### config.mk
export PLATFORM = sky130hd
export DESIGN_NAME = wts_envelope_scheduler
export DESIGN_NICKNAME = d
export VERILOG_FILES = /design/src/rtl/wts_envelope_scheduler.sv
export SDC_FILE = /design/constraint.sdc
export NUM_CORES = 1
export LEC_CHECK = 0
export CORE_AREA = 2 2 153 110
export CTS_CLUSTER_SIZE = 8
export DETAILED_ROUTE_END_ITERATION = 8
export DIE_AREA = 0 0 155 112
export HOLD_SLACK_MARGIN = 0.03
export PLACE_DENSITY = 0.78
export RECOVER_POWER = 100
export SLEW_MARGIN = 20
export SYNTH_ARGS = -nofsm -noshare
export SYNTH_HDL_FRONTEND = slang
export SYNTH_SLANG_ARGS = --single-unit
### constraint.sdc
create_clock -name clk -period 4.05 [get_ports clk]
set_clock_uncertainty 0.15 [all_clocks]
set_input_delay 1.215 -clock clk [delete_from_list [all_inputs] [get_ports clk]]
set_output_delay 1.215 -clock clk [all_outputs]
set_load 0.02 [all_outputs]
### src/rtl/wts_envelope_scheduler.sv
// rtl/wts_envelope_scheduler.sv - time-multiplexed envelope context scheduler for CH_NUM channels
module wts_envelope_scheduler #(
   parameter int CH_NUM  = 6,
   parameter int CH_BITS = 3
) (
   input  logic                  clk,
   input  logic                  nreset,
   input  logic                  sweep_start,
   input  logic [CH_NUM-1:0]     key_on_req,
   input  logic [CH_NUM-1:0]     key_release_req,
   input  logic [CH_NUM-1:0]     key_off_req,
   output logic                  busy,
   output logic                  sweep_done,
   output logic [CH_BITS-1:0]    eg_ch,
   output logic                  eg_key_on,
   output logic                  eg_key_release,
   output logic                  eg_key_off,
   output logic [15:0]           eg_counter_in,
   output logic [2:0]            eg_state_in,
   output logic [6:0]            eg_level_in,
   input  logic [15:0]           eg_counter_out,
   input  logic [2:0]            eg_state_out,
   input  logic [6:0]            eg_level_out,
   output logic [7*CH_NUM-1:0]   level_all,
   output logic [CH_NUM-1:0]     ch_active
);

   typedef enum logic {S_IDLE, S_SWEEP} fsm_t;

   fsm_t               fsm;
   logic [15:0]        counter [CH_NUM];
   logic [2:0]         state   [CH_NUM];
   logic [6:0]         level   [CH_NUM];
   logic [CH_NUM-1:0]  pon;
   logic [CH_NUM-1:0]  prel;
   logic [CH_NUM-1:0]  poff;
   logic               sel_on;
   logic               sel_rel;
   logic               sel_off;
   logic               last_ch;

   assign busy    = (fsm == S_SWEEP);
   assign last_ch = (eg_ch == CH_BITS'(CH_NUM - 1));

   always_ff @(posedge clk or negedge nreset) begin
      if (!nreset) begin
         fsm        <= S_IDLE;
         eg_ch      <= '0;
         sweep_done <= 1'b0;
         for (int n = 0; n < CH_NUM; n++) begin
            counter[n] <= '0;
            state[n]   <= '0;
            level[n]   <= '0;
         end
      end else begin
         sweep_done <= 1'b0;
         case (fsm)
            S_IDLE: begin
               if (sweep_start) begin
                  fsm   <= S_SWEEP;
                  eg_ch <= '0;
               end
            end
            S_SWEEP: begin
               for (int n = 0; n < CH_NUM; n++) begin
                  if (eg_ch == CH_BITS'(n)) begin
                     counter[n] <= eg_counter_out;
                     state[n]   <= eg_state_out;
                     level[n]   <= eg_level_out;
                  end
               end
               if (last_ch) begin
                  fsm        <= S_IDLE;
                  eg_ch      <= '0;
                  sweep_done <= 1'b1;
               end else begin
                  eg_ch <= eg_ch + CH_BITS'(1);
               end
            end
            default: fsm <= S_IDLE;
         endcase
      end
   end

   // A request landing on its own service cycle survives: the set below overrides the clear.
   always_ff @(posedge clk or negedge nreset) begin
      if (!nreset) begin
         pon  <= '0;
         prel <= '0;
         poff <= '0;
      end else begin
         for (int n = 0; n < CH_NUM; n++) begin
            if (busy && (eg_ch == CH_BITS'(n))) begin
               pon[n]  <= 1'b0;
               prel[n] <= 1'b0;
               poff[n] <= 1'b0;
            end
            if (key_off_req[n]) begin
               poff[n] <= 1'b1;
               pon[n]  <= 1'b0;
               prel[n] <= 1'b0;
            end else if (key_on_req[n]) begin
               pon[n]  <= 1'b1;
               prel[n] <= 1'b0;
               poff[n] <= 1'b0;
            end else if (key_release_req[n]) begin
               prel[n] <= 1'b1;
               pon[n]  <= 1'b0;
               poff[n] <= 1'b0;
            end
         end
      end
   end

   always_comb begin
      eg_counter_in = '0;
      eg_state_in   = '0;
      eg_level_in   = '0;
      sel_on        = 1'b0;
      sel_rel       = 1'b0;
      sel_off       = 1'b0;
      for (int n = 0; n < CH_NUM; n++) begin
         if (eg_ch == CH_BITS'(n)) begin
            eg_counter_in = counter[n];
            eg_state_in   = state[n];
            eg_level_in   = level[n];
            sel_on        = pon[n];
            sel_rel       = prel[n];
            sel_off       = poff[n];
         end
      end
   end

   assign eg_key_on      = busy & sel_on;
   assign eg_key_release = busy & sel_rel;
   assign eg_key_off     = busy & sel_off;

   always_comb begin
      level_all = '0;
      ch_active = '0;
      for (int n = 0; n < CH_NUM; n++) begin
         level_all[7*n +: 7] = level[n];
         ch_active[n]        = (state[n] != 3'd0);
      end
   end

endmodule

==> results.cfg <==
[status]
status = finished, violations left
violations = capacitance limit, slew limit

[drt]
dr.pass1.iters = 5
viasPerCell = 5.84
ant_nets = 0
drc = 0
drt-total-wl_um = 24800
wire_per_inst_um = 19.4
dr_total_vias = 7463
drtIter0Drc = 671

[die]
fp-row-count = 39
ios = 129
die_w_um = 155
start_util_pct = 53.0
die-area_um2 = 17400
core_um2 = 16000
die_h_um = 112

[clock_tree]
h-tree-depth = 4
clk_latency_ns = 0.43
tritoncts = yes
hold_buffers = 0
clk_pin_slew_ns = 0.07
clkSinkCount = 179
numCtsBuffers = 17
clockBufferDepth = 2
clock-root-buffer = clkbuf_16

[cells_and_area]
multi_input_area_um2 = 3590
final_util_pct = 65.6
fillerInstances = 1285
regArea_um2 = 4480
syn_to_final_growth_pct = 23.8
layout.nets = 1109
diodes = 0
drive_gt1_share_pct = 9.03

[sta]
worstMarginPinSlew_ns = 2.58
fin_tns_setup_ns = 0
maxSlewViolCount = 131
setup_viol = 0
rsz0062_at_grt = no
min_period_ns = 3.95
min_period_over_period_pct = 97.4
maxSlewHeadroom_pct = -71.9
fmax_mhz = 253
finalHoldViolCount = 0

[global_route]
grt_max_degree = 76
antenna_found_initial = 1
grt_first_pass_wirelength_um = 40100
grt_usage_pct = 29.8
gr-total-overflow = 0
grt_pass1_vias = 7440

[pwr]
p_seq_share_pct = 31.4
switchingPower_uw = 4410
power_frac_comb_pct = 52.4
power_density_nw_per_um2 = 967
power_leakage_uw = 0.00495
swShare_pct = 43.6
finalPower_uw = 10100
clockPowerShare_pct = 16.2
p_int_uw = 5700
vdd_drop_max_uv = 543

[yosys]
synth-edff-count = 0
synth_ff_type = dfrtp_1
async_flop_share_pct = 100
synth.top_cells.by_area = dfrtp_1 53%, nand2_1 19%, mux2_2 3.5%, nor4bb_1 3.4%, a2bb2oi_1 2.7%
yosysMostFrequentCell = nand2_1
synthCells = 951
synth.net_count = 999
ys_seq_elements = 179
synthTopCellsByCount = 421 x nand2_1, 179 x dfrtp_1, 33 x nor2_1
yosys_warnings = 0
synth_seq_area_share_pct = 53.0
synth_cell_types = 35
synth_top_area_share_pct = 53.0
avgSynthCellArea_um2 = 8.89
synth_largest_area_cell = dfrtp_1
syn_area_um2 = 8450

[worst_setup_path]
path_class = reg2out
r2r_cells = 6
required_ns = 2.68
regToRegSetupSlack_ns = 0.49
startpoint_type = flop
crit_start = eg_ch[2]
end_kind = output port
crit_arrival_ns = 2.58
r2r_end = level_all[7]
r2r_start = eg_ch[1]
path_max_fanout = 40
endpoint = eg_level_in[5]

[run]
cap_violations = 5

[placed_design]
gp_congestion = 0.859
post-dp-hpwl_um = 15700
port_buffers = 128

[min_path]
hold_path.class = reg2reg
==> layer usage <==
metal	track usage, %	vias to the layer above	wire length [um]
met4	8.77	2	439
met1	42.1	3620	10700
met3	9.11	51	2390
li1	-	3402	-
met2	44.7	388	11200
met5	0	-	12
==> worst min path at each step <==
stage                     depth (start not counted)         from          end  slack (ns)
final                                             2  counter[29]  counter[29]        0.32
after detailed placement                          2  counter[29]  counter[29]        0.30
after CTS                                         2  counter[29]  counter[29]        0.32
after global placement                            2  counter[17]  counter[17]        0.30
after global routing                              2  counter[29]  counter[29]        0.34
after floorplan                                   2  counter[16]  counter[16]        0.29
==> power by group through the flow <==
| stage | sequential, uW | clock (uW) | combinational [uW] |
|---|---|---|---|
| global route | 3270 | 1730 | 5730 |
| CTS | 3170 | 1660 | 5470 |
| global placement | 3170 | 0 | 5320 |
| detailed placement | 3170 | 0 | 5440 |
| finish | 3170 | 1640 | 5300 |
| floorplan | 3300 | 0 | 3070 |
==> registers in the layout, indices dropped and copies added (netlist names) <==
name / count
busy: 1
counter: 96
eg_ch: 3
level_all: 42
poff: 6
pon: 6
prel: 6
state: 18
sweep_done: 1
==> what timing repair did <==
| item | CTS | global route |
|---|---|---|
| resized for setup | 0 | 7 |
| buffers inserted | 0 | 0 |
| setup endpoints to repair | 0 | 13 |
==> placed cells by master (no fill, tap or decap), types with 4 or more instances in the layout <==
| cell | instances |
|---|---|
| buf_4 | 21 |
| a31oi_1 | 29 |
| nor2b_1 | 4 |
| dlygate4sd3_1 | 57 |
| nor2_1 | 32 |
| and3b_1 | 4 |
| a21oi_1 | 10 |
| o21ai_0 | 30 |
| clkinv_4 | 4 |
| a41o_1 | 5 |
| mux2_2 | 26 |
| nand2_1 | 421 |
| o211ai_1 | 29 |
| inv_1 | 13 |
| dfrtp_1 | 177 |
| o221ai_1 | 6 |
| clkinvlp_4 | 4 |
| clkdlybuf4s50_1 | 66 |
| clkbuf_16 | 17 |
| or3_1 | 6 |
| clkbuf_1 | 13 |
| nor3_1 | 6 |
| a2bb2oi_1 | 26 |
| nor4bb_1 | 26 |
==> worst max-delay path: stages, from the launching register on <==
cell and delay (ns):
dfrtp_1 0.36, buf_4 0.39, and3b_1 0.25, buf_4 0.26, nand2_1 0.08, o211ai_1 0.09
dlygate4sd3_1 0.71
==> per-stage QoR <==
step / area, um2 / setup slack [ns] / hold WS [ns] / std cells
floorplan: 8450 / 0.351 / 0.287 / 951
global placement: 9950 / 0.561 / 0.299 / 1247
detailed placement: 9950 / 0.532 / 0.304 / 1247
CTS: 10500 / 0.0147 / 0.321 / 1279
global route: 10500 / 0.00814 / 0.343 / 1279
finish: 10500 / 0.104 / 0.321 / 1279
==> layout make-up <==
type	count	share of cell area, %
Multi-Input combinational cell	688	34.3
Tap cell	205	2.45
Inverter	13	0.466
Sequential cell	179	42.8
Timing Repair Buffer	162	14.3
Clock inverter	12	1.18
Clock buffer	20	4.46
==> kinds of logic (layout without fill, tap and decap cells) <==
logic type      count (synthesis)  count (layout)  share of synthesized area, %
compound gates                141             141                          11.7
fa+ha+maj                       1               1                         0.148
buf+inv                        84             207                          4.87
flops                         179             179                          53.0
mux                            26              26                          3.46
simple gates                  520             520                          26.9
Power figures use the tool's default switching activity.
